$ cat config.mk
export PLATFORM = sky130hd
export DESIGN_NAME = multicycle_control_flat
export DESIGN_NICKNAME = d
export VERILOG_FILES = /design/src/rtl/multicycle_control_if.sv /design/src/rtl/multicycle_control.sv /design/src/flat_wrapper.sv
export SDC_FILE = /design/constraint.sdc
export NUM_CORES = 1
export LEC_CHECK = 0
export ABC_AREA = 1
export ABC_CLOCK_PERIOD_IN_PS = 3900
export CAP_MARGIN = 20
export CELL_PAD_IN_SITES_DETAIL_PLACEMENT = 1
export CELL_PAD_IN_SITES_GLOBAL_PLACEMENT = 1
export CORE_MARGIN = 2
export CORE_UTILIZATION = 35
export DETAILED_ROUTE_END_ITERATION = 10
export GPL_TIMING_DRIVEN = 0
export HOLD_SLACK_MARGIN = 0.03
export PLACE_DENSITY_LB_ADDON = 0.1
export SLEW_MARGIN = 0
export SYNTH_ARGS = -nofsm -noshare
export SYNTH_HDL_FRONTEND = slang
export SYNTH_SLANG_ARGS = --single-unit
$ cat constraint.sdc
create_clock -name clk -period 3.9 [get_ports clk]
set_input_delay 0.39 -clock clk [delete_from_list [all_inputs] [get_ports clk]]
set_output_delay 0.39 -clock clk [all_outputs]
set_load 0.03 [all_outputs]
$ cat src/rtl/multicycle_control_if.sv
// Handshake and datapath-control bundle between fetch, multicycle_control and the
// register file / ALU / data memory. The slave modport is the controller's view.
interface multicycle_control_if #(
   parameter int DATA_WIDTH     = 32,
   parameter int REG_ADDR_WIDTH = 5
);
   logic                      instr_valid;
   logic                      instr_ready;
   logic [DATA_WIDTH-1:0]     instruction;
   logic                      mem_ready;
   logic [REG_ADDR_WIDTH-1:0] rs;
   logic [REG_ADDR_WIDTH-1:0] rt;
   logic [REG_ADDR_WIDTH-1:0] rd;
   logic [2:0]                alu_control;
   logic                      ctl_mux_alu;
   logic                      ctl_mux_reg;
   logic                      cs;
   logic                      wr;
   logic                      erf;
   logic                      done;
   logic                      illegal;
   logic                      fault;

   modport master (
      output instr_valid, instruction, mem_ready,
      input  instr_ready, rs, rt, rd, alu_control, ctl_mux_alu, ctl_mux_reg,
             cs, wr, erf, done, illegal, fault
   );

   modport slave (
      input  instr_valid, instruction, mem_ready,
      output instr_ready, rs, rt, rd, alu_control, ctl_mux_alu, ctl_mux_reg,
             cs, wr, erf, done, illegal, fault
   );
endinterface

$ cat src/rtl/multicycle_control.sv
// Multi-cycle instruction sequencer (IDLE/DECODE/EXEC/MEM/WB) driving registered datapath controls.
// Optional retired-instruction counter enabled by defining CTRL_PERF_CNT_EN.
module multicycle_control #(
   parameter int         DATA_WIDTH     = 32,
   parameter int         REG_ADDR_WIDTH = 5,
   parameter logic [5:0] OP_RTYPE       = 6'b000100,
   parameter logic [5:0] OP_LW          = 6'b000101,
   parameter logic [5:0] OP_SW          = 6'b000110,
   parameter int         MEM_TIMEOUT    = 15
) (
   input logic                 clk,
   input logic                 rst,
   multicycle_control_if.slave bus
`ifdef CTRL_PERF_CNT_EN
   ,
   output logic [31:0]         retired_count
`endif
);

   localparam int CNT_W = (MEM_TIMEOUT > 0) ? $clog2(MEM_TIMEOUT + 1) : 1;

   typedef enum logic [2:0] {
      IDLE   = 3'd0,
      DECODE = 3'd1,
      EXEC   = 3'd2,
      MEM    = 3'd3,
      WB     = 3'd4
   } state_t;

   state_t                state_r;
   logic [DATA_WIDTH-1:0] instr_r;
   logic [CNT_W-1:0]      wait_cnt_r;

   function automatic logic [5:0] opcode_of(input logic [DATA_WIDTH-1:0] w);
      return w[DATA_WIDTH-1 -: 6];
   endfunction

   function automatic logic [REG_ADDR_WIDTH-1:0] rs_of(input logic [DATA_WIDTH-1:0] w);
      return w[DATA_WIDTH-7 -: REG_ADDR_WIDTH];
   endfunction

   function automatic logic [REG_ADDR_WIDTH-1:0] rt_of(input logic [DATA_WIDTH-1:0] w);
      return w[DATA_WIDTH-7-REG_ADDR_WIDTH -: REG_ADDR_WIDTH];
   endfunction

   // Loads and stores write back to (or read from) the rt register.
   function automatic logic [REG_ADDR_WIDTH-1:0] rd_of(input logic [DATA_WIDTH-1:0] w);
      if (opcode_of(w) == OP_RTYPE) begin
         return w[15 -: REG_ADDR_WIDTH];
      end else begin
         return rt_of(w);
      end
   endfunction

   function automatic logic [2:0] funct_alu(input logic [5:0] fn);
      case (fn)
         6'd32:   return 3'd1;
         6'd34:   return 3'd2;
         6'd36:   return 3'd3;
         6'd37:   return 3'd4;
         6'd50:   return 3'd5;
         default: return 3'd0;
      endcase
   endfunction

   function automatic logic instr_legal(input logic [DATA_WIDTH-1:0] w);
      logic [5:0] op;
      op = opcode_of(w);
      return (op == OP_LW) || (op == OP_SW) ||
             ((op == OP_RTYPE) && (funct_alu(w[5:0]) != 3'd0));
   endfunction

   // Sequencer: state, latched instruction, MEM wait counter and all registered outputs.
   always_ff @(posedge clk) begin
      if (rst) begin
         state_r         <= IDLE;
         instr_r         <= '0;
         wait_cnt_r      <= '0;
         bus.instr_ready <= 1'b1;
         bus.rs          <= '0;
         bus.rt          <= '0;
         bus.rd          <= '0;
         bus.alu_control <= 3'd0;
         bus.ctl_mux_alu <= 1'b0;
         bus.ctl_mux_reg <= 1'b0;
         bus.cs          <= 1'b0;
         bus.wr          <= 1'b0;
         bus.erf         <= 1'b0;
         bus.done        <= 1'b0;
         bus.illegal     <= 1'b0;
         bus.fault       <= 1'b0;
      end else begin
         bus.done    <= 1'b0;
         bus.illegal <= 1'b0;
         bus.fault   <= 1'b0;
         case (state_r)
            IDLE: begin
               if (bus.instr_valid && bus.instr_ready) begin
                  state_r         <= DECODE;
                  instr_r         <= bus.instruction;
                  bus.instr_ready <= 1'b0;
                  bus.rs          <= rs_of(bus.instruction);
                  bus.rt          <= rt_of(bus.instruction);
                  bus.rd          <= rd_of(bus.instruction);
                  bus.illegal     <= ~instr_legal(bus.instruction);
               end else begin
                  bus.instr_ready <= 1'b1;
               end
            end
            DECODE: begin
               if (!instr_legal(instr_r)) begin
                  state_r         <= IDLE;
                  bus.instr_ready <= 1'b1;
                  bus.rs          <= '0;
                  bus.rt          <= '0;
                  bus.rd          <= '0;
               end else if (opcode_of(instr_r) == OP_RTYPE) begin
                  state_r         <= EXEC;
                  bus.alu_control <= funct_alu(instr_r[5:0]);
                  bus.ctl_mux_alu <= 1'b0;
                  bus.ctl_mux_reg <= 1'b0;
               end else begin
                  state_r         <= EXEC;
                  bus.alu_control <= 3'd1;
                  bus.ctl_mux_alu <= 1'b1;
                  bus.ctl_mux_reg <= 1'b1;
               end
            end
            EXEC: begin
               if (opcode_of(instr_r) == OP_RTYPE) begin
                  state_r  <= WB;
                  bus.erf  <= 1'b1;
                  bus.done <= 1'b1;
               end else begin
                  // A store whose memory is already ready retires in its first MEM cycle.
                  state_r    <= MEM;
                  wait_cnt_r <= CNT_W'(1);
                  bus.cs     <= 1'b1;
                  bus.wr     <= (opcode_of(instr_r) == OP_SW);
                  bus.done   <= (opcode_of(instr_r) == OP_SW) && bus.mem_ready;
               end
            end
            MEM: begin
               if (bus.done) begin
                  state_r         <= IDLE;
                  bus.instr_ready <= 1'b1;
                  bus.rs          <= '0;
                  bus.rt          <= '0;
                  bus.rd          <= '0;
                  bus.alu_control <= 3'd0;
                  bus.ctl_mux_alu <= 1'b0;
                  bus.ctl_mux_reg <= 1'b0;
                  bus.cs          <= 1'b0;
                  bus.wr          <= 1'b0;
               end else if (bus.mem_ready) begin
                  if (opcode_of(instr_r) == OP_SW) begin
                     bus.done <= 1'b1;
                  end else begin
                     state_r  <= WB;
                     bus.cs   <= 1'b0;
                     bus.wr   <= 1'b0;
                     bus.erf  <= 1'b1;
                     bus.done <= 1'b1;
                  end
               end else if ((MEM_TIMEOUT > 0) && (wait_cnt_r == CNT_W'(MEM_TIMEOUT))) begin
                  // Fault cycle sits in IDLE with instr_ready still low; ready rises next cycle.
                  state_r         <= IDLE;
                  bus.fault       <= 1'b1;
                  bus.rs          <= '0;
                  bus.rt          <= '0;
                  bus.rd          <= '0;
                  bus.alu_control <= 3'd0;
                  bus.ctl_mux_alu <= 1'b0;
                  bus.ctl_mux_reg <= 1'b0;
                  bus.cs          <= 1'b0;
                  bus.wr          <= 1'b0;
               end else begin
                  wait_cnt_r <= wait_cnt_r + CNT_W'(1);
               end
            end
            WB: begin
               state_r         <= IDLE;
               bus.instr_ready <= 1'b1;
               bus.rs          <= '0;
               bus.rt          <= '0;
               bus.rd          <= '0;
               bus.alu_control <= 3'd0;
               bus.ctl_mux_alu <= 1'b0;
               bus.ctl_mux_reg <= 1'b0;
               bus.erf         <= 1'b0;
            end
            default: begin
               state_r         <= IDLE;
               bus.instr_ready <= 1'b1;
               bus.rs          <= '0;
               bus.rt          <= '0;
               bus.rd          <= '0;
               bus.alu_control <= 3'd0;
               bus.ctl_mux_alu <= 1'b0;
               bus.ctl_mux_reg <= 1'b0;
               bus.cs          <= 1'b0;
               bus.wr          <= 1'b0;
               bus.erf         <= 1'b0;
            end
         endcase
      end
   end

`ifdef CTRL_PERF_CNT_EN
   // Retired-instruction counter; wraps naturally at 32 bits.
   always_ff @(posedge clk) begin
      if (rst) begin
         retired_count <= 32'd0;
      end else if (bus.done) begin
         retired_count <= retired_count + 32'd1;
      end else begin
         retired_count <= retired_count;
      end
   end
`endif

endmodule

$ cat src/flat_wrapper.sv
// flat-port wrapper written by rule: the top's interface ports become plain ports
module multicycle_control_flat 
#(
   parameter int         DATA_WIDTH     = 32,
   parameter int         REG_ADDR_WIDTH = 5,
   parameter logic [5:0] OP_RTYPE       = 6'b000100,
   parameter logic [5:0] OP_LW          = 6'b000101,
   parameter logic [5:0] OP_SW          = 6'b000110,
   parameter int         MEM_TIMEOUT    = 15
)
  (clk, rst, bus_instr_valid, bus_instruction, bus_mem_ready, bus_instr_ready, bus_rs, bus_rt, bus_rd, bus_alu_control, bus_ctl_mux_alu, bus_ctl_mux_reg, bus_cs, bus_wr, bus_erf, bus_done, bus_illegal, bus_fault);
  multicycle_control_if #(.DATA_WIDTH(DATA_WIDTH), .REG_ADDR_WIDTH(REG_ADDR_WIDTH)) bus_i ();
  input logic clk;
  input logic rst;
  input wire logic [$bits(bus_i.instr_valid)-1:0] bus_instr_valid;
  input wire logic [$bits(bus_i.instruction)-1:0] bus_instruction;
  input wire logic [$bits(bus_i.mem_ready)-1:0] bus_mem_ready;
  output wire logic [$bits(bus_i.instr_ready)-1:0] bus_instr_ready;
  output wire logic [$bits(bus_i.rs)-1:0] bus_rs;
  output wire logic [$bits(bus_i.rt)-1:0] bus_rt;
  output wire logic [$bits(bus_i.rd)-1:0] bus_rd;
  output wire logic [$bits(bus_i.alu_control)-1:0] bus_alu_control;
  output wire logic [$bits(bus_i.ctl_mux_alu)-1:0] bus_ctl_mux_alu;
  output wire logic [$bits(bus_i.ctl_mux_reg)-1:0] bus_ctl_mux_reg;
  output wire logic [$bits(bus_i.cs)-1:0] bus_cs;
  output wire logic [$bits(bus_i.wr)-1:0] bus_wr;
  output wire logic [$bits(bus_i.erf)-1:0] bus_erf;
  output wire logic [$bits(bus_i.done)-1:0] bus_done;
  output wire logic [$bits(bus_i.illegal)-1:0] bus_illegal;
  output wire logic [$bits(bus_i.fault)-1:0] bus_fault;
  assign bus_i.instr_valid = bus_instr_valid;
  assign bus_i.instruction = bus_instruction;
  assign bus_i.mem_ready = bus_mem_ready;
  assign bus_instr_ready = bus_i.instr_ready;
  assign bus_rs = bus_i.rs;
  assign bus_rt = bus_i.rt;
  assign bus_rd = bus_i.rd;
  assign bus_alu_control = bus_i.alu_control;
  assign bus_ctl_mux_alu = bus_i.ctl_mux_alu;
  assign bus_ctl_mux_reg = bus_i.ctl_mux_reg;
  assign bus_cs = bus_i.cs;
  assign bus_wr = bus_i.wr;
  assign bus_erf = bus_i.erf;
  assign bus_done = bus_i.done;
  assign bus_illegal = bus_i.illegal;
  assign bus_fault = bus_i.fault;
  multicycle_control #(.DATA_WIDTH(DATA_WIDTH), .REG_ADDR_WIDTH(REG_ADDR_WIDTH), .OP_RTYPE(OP_RTYPE), .OP_LW(OP_LW), .OP_SW(OP_SW), .MEM_TIMEOUT(MEM_TIMEOUT)) u_core (.clk(clk), .rst(rst), .bus(bus_i));
endmodule
==> metrics.csv <==
metric;value;unit
Cell Int Power;824;uW
GPL Wtd Cong;0.779;
TritonCTS clock tree;built;
Setup Viol. Count Final;0;
post-synth cell types;28;
min-delay worst type;reg2reg;
fmax;540;MHz
Worst-Skew Late Latency;0.31;ns
Area contributors post-synth;dfxtp_1 42%, nand2_1 11%, nand3_1 8.8%;
Post-Syn Instances;315;
family with the most delay on the worst path;simple AND/OR/NAND/NOR gates;
DIE AREA;6810;sq um
CP startpoint kind;flop;
Slew HR;0.503;
Top reg by flops;u_core.instr_r;
Root Driver;clkbuf_8;
vias in the first global route;2230;
CP max-delay cell;nor3_1;
Filler Cell Count;799;
Nets;416;
Worst Path Max Fanout;10;
R2R depth;6;
CP arrival;2.06;ns
Diodes inserted;0;
DR pass1 iterations;4;
Clock Pin Slew Worst Setup and Hold Paths;0.09;ns
hold depth;2;
drt total wl;6040;microns
first-pass GRT wire length;10200;microns
setup TNS;0;ns
most frequent cell after synthesis;nand2_1;
post-synthesis sequential area ratio;0.417;
crit path buf inv count;2;
DR vias;2264;
Peak supply drop;0.000192;V
pwr dens;410;nW/um^2
Switch Pwr;382;uW
layout cell share with drive strength beyond 1;0.0605;
# IOs;63;
leakage power;1.27;nW
initial core utilization;0.363;
Clock Path Buffers;2;
Placement Cell Area;2820;sq um
Final Hold Viols;0;
Crit Reg-Reg Endpoint;u_core.bus.rt[0]$_SDFFE_PP0P_;
cts bufs inserted;5;
flops & latches, synth;45;
GR Overflow Total;0;
DP HPWL;4720;microns
max FFs per register;12;
slew at the pin with the worst max-slew slack;0.740;ns
CP peak stage delay;0.58;ns
die width;82.6;microns
Via-to-Cell Ratio;4.98;
Synth area leader;dfxtp_1;
synthesized area;2160;sq um
post-CTS sizing;0;
required time of the critical path;4.11;ns
r2r startpoint;u_core.state_r[0]$_SDFFE_PP0P_;
initial antenna violation count;0;
Layout area overhead;36.1;%
reg2reg setup slack;2.05;ns
final std cells w/o fill;455;
Core Area;5960;sq um
outcome;completed;
met3 WL post-DR;177;microns
port bufs;57;
Rows;28;
WS Path Type;reg2reg;
Clock Power Share;0.304;
sw frac;0.317;
Post-CTS Hold Fix Bufs;0;
die height;82.6;microns
Gate power share;0.261;
WHS;0.468;ns
detailed-route wire length per cell;13.3;microns
Metal-1 WL;2940;microns
Worst Setup SP;u_core.state_r[0]$_SDFFE_PP0P_;
Post-Layout Inst Area;2940;sq um
gr usage total;0.193;
CTS H-Tree Depth;2;
top cells by count, synth;61 x nand2_1, 45 x dfxtp_1, 45 x nor2_1;
Main synth FF type;dfxtp_1;
final antenna-violating net count;0;
Worst path depth;6;
largest net degree at the start of global routing;16;
EDFF count, synth;0;
crit path to;u_core.bus.rt[0]$_SDFFE_PP0P_;
DR iter-0 viols;45;
fin. max-slew vios;0;
clock sink count;45;
setup ws final;2.05;ns
Final period util;0.475;
Flop pwr share;0.435;
Max Used Layer;met4;
hold_sp;u_core.bus.cs$_SDFFE_PP0P_;
ys async rst share;0;
dpl ws;1.96;ns
syn nets;352;
top-area cell type share of the netlist area;0.417;
post-synthesis area per instance;6.86;sq um
RSZ-0062 raised after global routing;no;
crit path cell chain;inv_1 > nor3_1 > nand2_2 > buf_2 > a21oi_1 > nor2_1;
Placed Cells incl. Taps;447;
power consumption;1.21;mW
drt drc;0;
Max-Cap Viols;0;
synth warn;0;
Setup Skew;0.00607;ns
Final min period;1.85;ns
Post-CTS Setup Repair Bufs;0;
final core occ;0.493;
DR WL met2;2850;microns
Crit. End Element;flop;
power by group through the flow:
stage,clock network [mW],logic (mW),registers (mW)
after floorplan,0,0.142,0.583
after global placement,0,0.311,0.533
after detailed placement,0,0.316,0.535
after CTS,0.372,0.318,0.525
after global routing,0.392,0.350,0.531
final,0.367,0.315,0.525
per-layer routing:
metal	track usage	up-vias
met5	0	-
li1	-	1165
met2	0.320	36
met4	0.0541	0
met3	0.0359	6
met1	0.255	1057
worst min-delay path by stage:
stage	endpoint	slack (ns)
final	u_core.bus.cs$_SDFFE_PP0P_	0.47
after global routing	u_core.bus.alu_control[1]$_SDFFE_PP0P_	0.50
after global placement	u_core.bus.wr$_SDFFE_PP0P_	0.45
after CTS	u_core.bus.cs$_SDFFE_PP0P_	0.48
after floorplan	u_core.instr_r[5]$_SDFFE_PP0P_	0.44
after detailed placement	u_core.bus.cs$_SDFFE_PP0P_	0.46
placed cells by master, fill, tap and decap left out:
| cell type | count |
|---|---|
| nand2_2 | 1 |
| o2111ai_1 | 1 |
| nand3b_1 | 1 |
| nand3_1 | 38 |
| nor3_4 | 1 |
| bufinv_16 | 1 |
| clkbuf_8 | 5 |
| nor3_2 | 1 |
| buf_4 | 2 |
| o211ai_1 | 1 |
| clkdlybuf4s50_1 | 57 |
| o21ai_0 | 21 |
| ha_1 | 1 |
| xor2_1 | 2 |
| clkbuf_1 | 4 |
| nand4_1 | 2 |
| a211oi_1 | 2 |
| inv_1 | 29 |
| buf_2 | 7 |
| dfxtp_1 | 45 |
| clkinvlp_4 | 1 |
| o21ai_1 | 1 |
| nor3_1 | 2 |
| nor4_1 | 1 |
| a31oi_1 | 1 |
| nand4_2 | 1 |
| inv_2 | 1 |
| nor2_1 | 45 |
| clkinv_4 | 1 |
| a21oi_1 | 37 |
| nand2_1 | 61 |
| o21a_1 | 5 |
| buf_6 | 1 |
logic make-up (layout without fill, tap and decap cells):
family,count (synthesis),count (layout),share of synthesized area
AND/OR/NAND/NOR,154,154,0.310
buffers and inverters,44,109,0.0875
flip-flops,45,45,0.417
adder cells (fa/ha/maj),1,1,0.00579
XOR/XNOR,2,2,0.00811
AO/OA/AOI/OAI,69,69,0.171
layout make-up:
type	count	area [sq um]	share of cell area
Clock inverter	3	46.3	0.0158
Timing Repair Buffer	57	571	0.194
Sequential cell	45	901	0.307
Multi-Input combinational cell	226	1070	0.364
Buffer	14	76.3	0.0260
Inverter	30	113	0.0383
Tap cell	75	93.8	0.0319
Clock buffer	5	68.8	0.0234
worst reg2reg max path, stage by stage, from the launching register on:
cell and delay, ns:
dfxtp_1 0.37, inv_1 0.10, nor3_1 0.58, nand2_2 0.23, buf_2 0.25, a21oi_1 0.16
nor2_1 0.06
Note: power is estimated with default switching activity, not from simulation.
==> variant 1: new RTL, same settings <==
The 5 states of `state_t` get a Gray code encoding in 3 bits.
--- a/src/rtl/multicycle_control.sv
+++ b/src/rtl/multicycle_control.sv
@@ -20,11 +20,11 @@
    localparam int CNT_W = (MEM_TIMEOUT > 0) ? $clog2(MEM_TIMEOUT + 1) : 1;
 
    typedef enum logic [2:0] {
-      IDLE   = 3'd0,
-      DECODE = 3'd1,
-      EXEC   = 3'd2,
-      MEM    = 3'd3,
-      WB     = 3'd4
+      IDLE   = 3'b000,
+      DECODE = 3'b001,
+      EXEC   = 3'b011,
+      MEM    = 3'b010,
+      WB     = 3'b110
    } state_t;
 
    state_t                state_r;
Behaviour: no difference found for any inputs over 10 cycles, from zero or initial values and one cycle with rst high; not proved beyond that.
==> variant 1 against the original RTL <==
Setup slack improved by 0.046 ns. Largest cell class unchanged. Synthesized area rose by 7.7%. Wire length rose by 2.9%. Final cell count rose by 1.5%. Clock power fell by 15%. Die area rose by 7.3%. Power fell by 4.1%. Sequential cell count did not move. Core utilization fell by 0.97 points. Cell area rose by 5.1%.
==> variant 1: results (changes against the original RTL) <==
Parameter                              Value

Critical path
  R2r setup slk    2.21 ns (+0.16 ns)
  Arrival time at the worst endpoint    1.42 ns (-0.64 ns)
  Critical-path top delay cell    clkdlybuf4s50_1
  Setup crit end    bus_done
  Terminus of the critical flop-to-flop path    u_core.bus.alu_control[2]
  Launching point of the worst reg2reg path    u_core.wait_cnt_r[0]
  Longest individual stage delay on the worst path    0.70 ns (+0.12 ns)
  First element of the critical path    u_core.bus.done
  Crit path max-delay family    buffers and inverters
  Cell depth of the worst flop-to-flop path    8 (+2)
  Max Fanout on Critical Path    3 (-7)

Synth
  Average instance area after synthesis    7.27 µm² (+6.0%)
  Compound-Gate Fraction of Synth Area    0.176 (+0.00441)
  Count of different cell masters after synthesis    31 (+11%)
  Top area cells in the synthesized netlist    dfxtp_1, nand2_1, a21oi_1
  Fraction of the mapped netlist area in adder cells    0.00538 (-0.000415)
  Top cells by instance count after synthesis    nand2_1, dfxtp_1, a21oi_1
  Post-Synth XOR/XNOR Area    0 (-0.00811)
  Portion of the post-synthesis area used by sequential elements    0.387 (-0.0298)
  Synthesized net count    357 (+1.4%)

Pwr
  Net Sw Power    0.378 mW (-1.1%)
  Int Pwr    0.779 mW (-5.5%)
  Leak Pwr    1.30 nW (+2.9%)
  Power drawn by the combinational cells    0.322 mW (+2%)

Placed design
  Post-Place Cells    454 (+1.6%)
  Post-placement setup slack    1.93 ns (-0.0311 ns)
  Placed wire-length estimate after detailed placement    4870 µm (+3.0%)
  Global placer's final weighted congestion    0.832 (+6.9%)
  Area after detailed placement    0.00299 mm² (+6.0%)

Routing
  Wire length after detailed routing    6210 µm (+2.9%)
  Count of routing violations after the opening detailed-route iteration    73 (+62%)
  Vias per cell    4.95 (-0.60%)
  Wire length the detailed router placed on met1    2950 µm (+0.37%)
  Length of routed met2 wiring    2970 µm (+4.1%)
  Number of vias after detailed routing    2285 (+0.93%)

Timing
  Worst Setup Slack, final    2.09 ns (+0.0464 ns)
  Clock tree skew after final layout    0.0141 ns (+0.00802 ns)
  Final hold slack    0.466 ns (-0.00208 ns)
  Worst Tran Pin Value    0.452 ns (-0.289 ns)

Finish
  Area taken by multi-input logic gates    0.00121 mm² (+14%)
  Fillers    835 (+4.5%)
  Proportion of layout cells with a drive suffix above 1    0.122 (+0.0616)
  Count of nets after finishing    421 (+1.2%)

Worst hold path
  Launch point of the worst hold path    u_core.bus.alu_control[1]
  Endpoint, Worst Hold    u_core.bus.alu_control[1]

GRT
  Global-route wire length before repair    10600 µm (+3.6%)
  Global-route usage over all layers    0.180 (-0.0127)

Outcome
  Run status    finished clean
## variant 1: cell count changes in the layout (fill, tap and decap cells not counted), moves of 2 or more
cell / before / now
nand2_1: 61 / 58
nand3_1: 38 / 26
xor2_1: 2 / 0
nor2_4: 0 / 2
buf_6: 1 / 3
nand2_4: 0 / 2
nor2_1: 45 / 36
nor3b_1: 0 / 2
nand3_2: 0 / 11
inv_2: 1 / 4
nor3_1: 2 / 6
buf_2: 7 / 3
nor2_2: 0 / 5
## variant 1: final cells by class
type	count	share of cell area
multi-input cells	229	0.393
clock buffers	6	0.0267
inverters	32	0.0389
flip-flops and latches	45	0.292
plain buffers	14	0.0292
well taps	77	0.0312
repair buffers	57	0.185
clock inverters	2	0.00446
## variant 1: layer usage
layer | GRT usage | vias up
met3 | 0.0337 | 6
met2 | 0.315 | 40
met5 | 0 | -
li1 | - | 1183
met4 | 0.0519 | 0
met1 | 0.225 | 1056
==> variant 2: new RTL, same settings <==
Without the edit above. `DATA_WIDTH` is set to 32 in 3 places; all go to 64.
--- a/src/rtl/multicycle_control_if.sv
+++ b/src/rtl/multicycle_control_if.sv
@@ -1,7 +1,7 @@
 // Handshake and datapath-control bundle between fetch, multicycle_control and the
 // register file / ALU / data memory. The slave modport is the controller's view.
 interface multicycle_control_if #(
-   parameter int DATA_WIDTH     = 32,
+   parameter int DATA_WIDTH     = 64,
    parameter int REG_ADDR_WIDTH = 5
 );
    logic                      instr_valid;
--- a/src/rtl/multicycle_control.sv
+++ b/src/rtl/multicycle_control.sv
@@ -1,7 +1,7 @@
 // Multi-cycle instruction sequencer (IDLE/DECODE/EXEC/MEM/WB) driving registered datapath controls.
 // Optional retired-instruction counter enabled by defining CTRL_PERF_CNT_EN.
 module multicycle_control #(
-   parameter int         DATA_WIDTH     = 32,
+   parameter int         DATA_WIDTH     = 64,
    parameter int         REG_ADDR_WIDTH = 5,
    parameter logic [5:0] OP_RTYPE       = 6'b000100,
    parameter logic [5:0] OP_LW          = 6'b000101,
--- a/src/flat_wrapper.sv
+++ b/src/flat_wrapper.sv
@@ -1,7 +1,7 @@
 // flat-port wrapper written by rule: the top's interface ports become plain ports
 module multicycle_control_flat 
 #(
-   parameter int         DATA_WIDTH     = 32,
+   parameter int         DATA_WIDTH     = 64,
    parameter int         REG_ADDR_WIDTH = 5,
    parameter logic [5:0] OP_RTYPE       = 6'b000100,
    parameter logic [5:0] OP_LW          = 6'b000101,
Ports: changed (resized bus_instruction); port bits go from 63 to 95. The function was not compared with the original's and may differ.
==> variant 2 against the original RTL <==
Cell area increased by 2.9%. Power shrank 3.7%. Largest power group unchanged. Maximum frequency down 1.9%. Setup slack worse by 0.035 ns. Hold slack lost 0.0064 ns. Clock power shrank 19%. Non-clock buffer count decreased by 3. Die area increased by 5.0%. Wire length increased by 3.1%. Synthesized cell count up 6.3%. Synthesized area increased by 5.2%. Highest routed layer unchanged. Sequential cell count is the same.
==> variant 2: results (changes against the original RTL) <==
Parameter                              Value

Outcome
  Run status    finished clean

Worst hold path
  Endpoint, Worst Hold    u_core.instr_r[62]
  Launch point of the worst hold path    u_core.instr_r[62]

Pwr
  Net Sw Power    0.382 mW (-0.21%)
  Leak Pwr    1.31 nW (+3.1%)
  Max rail drop VDD    200 µV (+4.2%)

Synth
  Synthesized net count    404 (+15%)
  Portion of the post-synthesis area used by sequential elements    0.396 (-0.0207)
  Top area cells in the synthesized netlist    dfxtp_1, nand2_1, a21oi_1
  Count of different cell masters after synthesis    34 (+21%)
  Top cells by instance count after synthesis    nand2_1, nor2_1, dfxtp_1

GRT
  Global-route usage over all layers    0.183 (-0.00947)
  Global-route wire length before repair    10600 µm (+4.2%)
  Via count of the first global-routing pass    2325 (+4.3%)
  Largest net degree at the start of global routing    13 (-3)

Critical path
  Arrival time at the worst endpoint    2.08 ns (+0.02 ns)
  Terminus of the critical flop-to-flop path    u_core.bus.rs[4]
  Longest individual stage delay on the worst path    0.33 ns (-0.25 ns)
  Launching point of the worst reg2reg path    u_core.instr_r[63]
  R2r setup slk    2.01 ns (-0.03 ns)
  Critical-path top delay cell    dfxtp_1

Routing
  Wire length after detailed routing    6220 µm (+3.1%)
  Vias per cell    4.84 (-2.8%)
  Count of routing violations after the opening detailed-route iteration    71 (+58%)

Placed design
  Placed wire-length estimate after detailed placement    4840 µm (+2.4%)
  Area after detailed placement    0.00294 mm² (+4.1%)
  Global placer's final weighted congestion    0.836 (+7.4%)

Timing
  Clock tree skew after final layout    0.00610 ns (+0.0000226 ns)

Finish
  Proportion of layout cells with a drive suffix above 1    0.0827 (+0.0222)
  Fillers    834 (+4.4%)
  Count of nets after finishing    468 (+13%)
-- variant 2: cell count changes after synthesis, sizes merged, moves of 3 or more --
cell,unedited run,this run
o21ai,22,18
inv,30,44
o21a,5,0
buf,10,7
nor2,45,53
nand2,62,75
nor3,4,7
nand3,38,28
-- variant 2: tightest hold or removal path: cells and delay by family (launching register included) --
| kind | cells | cell delay [ns] |
|---|---|---|
| AO/OA/AOI/OAI | 1 | 0.05 |
| buffers and inverters | 1 | 0.05 |
| flip-flops | 1 | 0.32 |
-- variant 2: stage by stage --
stage	setup slack, ns	instances	util	hold slack, ns	power [mW]
6_report	2.01	476	0.479	0.462	1.16
5_1_grt	1.83	476	0.479	0.493	1.23
4_1_cts	1.99	476	0.479	0.465	1.17
3_5_place_dp	1.73	469	0.466	0.452	0.876
3_3_place_gp	1.77	469	0.466	0.446	0.867
2_1_floorplan	2.28	335	-	0.435	0.746
-- variant 2: layout make-up --
cell class,instances,area (µm²),share of cell area
tap,77,96.3,0.0318
buffer,11,73.8,0.0244
timing repair buffer,57,571,0.189
multi-input combinational,234,1130,0.373
clock buffer,7,86.3,0.0285
sequential,45,901,0.298
inverter,45,169,0.0558
-- variant 2: kinds of logic (layout without fill, tap and decap cells) --
kind of cell / after synthesis / in the layout / synth area share
AO/OA/AOI/OAI: 63 / 63 / 0.148
flip-flops: 45 / 45 / 0.396
AND/OR/NAND/NOR: 169 / 169 / 0.338
adder cells (fa/ha/maj): 1 / 1 / 0.00551
buffers and inverters: 56 / 120 / 0.107
multiplexers: 1 / 1 / 0.00496
-- variant 2: power by group through the flow --
| stage | clock network (mW) | logic (mW) | registers (mW) |
|---|---|---|---|
| floorplan | 0 | 0.160 | 0.586 |
| global placement | 0 | 0.331 | 0.537 |
| detailed placement | 0 | 0.337 | 0.539 |
| CTS | 0.306 | 0.339 | 0.529 |
| global route | 0.327 | 0.372 | 0.534 |
| finish | 0.299 | 0.335 | 0.528 |
-- variant 2: worst max path at each step --
stage,endpoint
final,u_core.bus.rs[4]
after global routing,u_core.bus.rs[4]
after CTS,u_core.bus.rs[4]
after detailed placement,u_core.bus.rd[0]
after global placement,u_core.bus.rd[0]
after floorplan,u_core.bus.rs[3]
-- variant 2: metal layers --
layer  vias up  GRT usage  share of wire  wire, µm
met3         8     0.0324          0.031       190
met5         -          0              0         0
met2        37      0.319           0.49      3060
met4         0     0.0534          0.014        85
met1      1063      0.232           0.46      2880
li1       1195          -              -         -
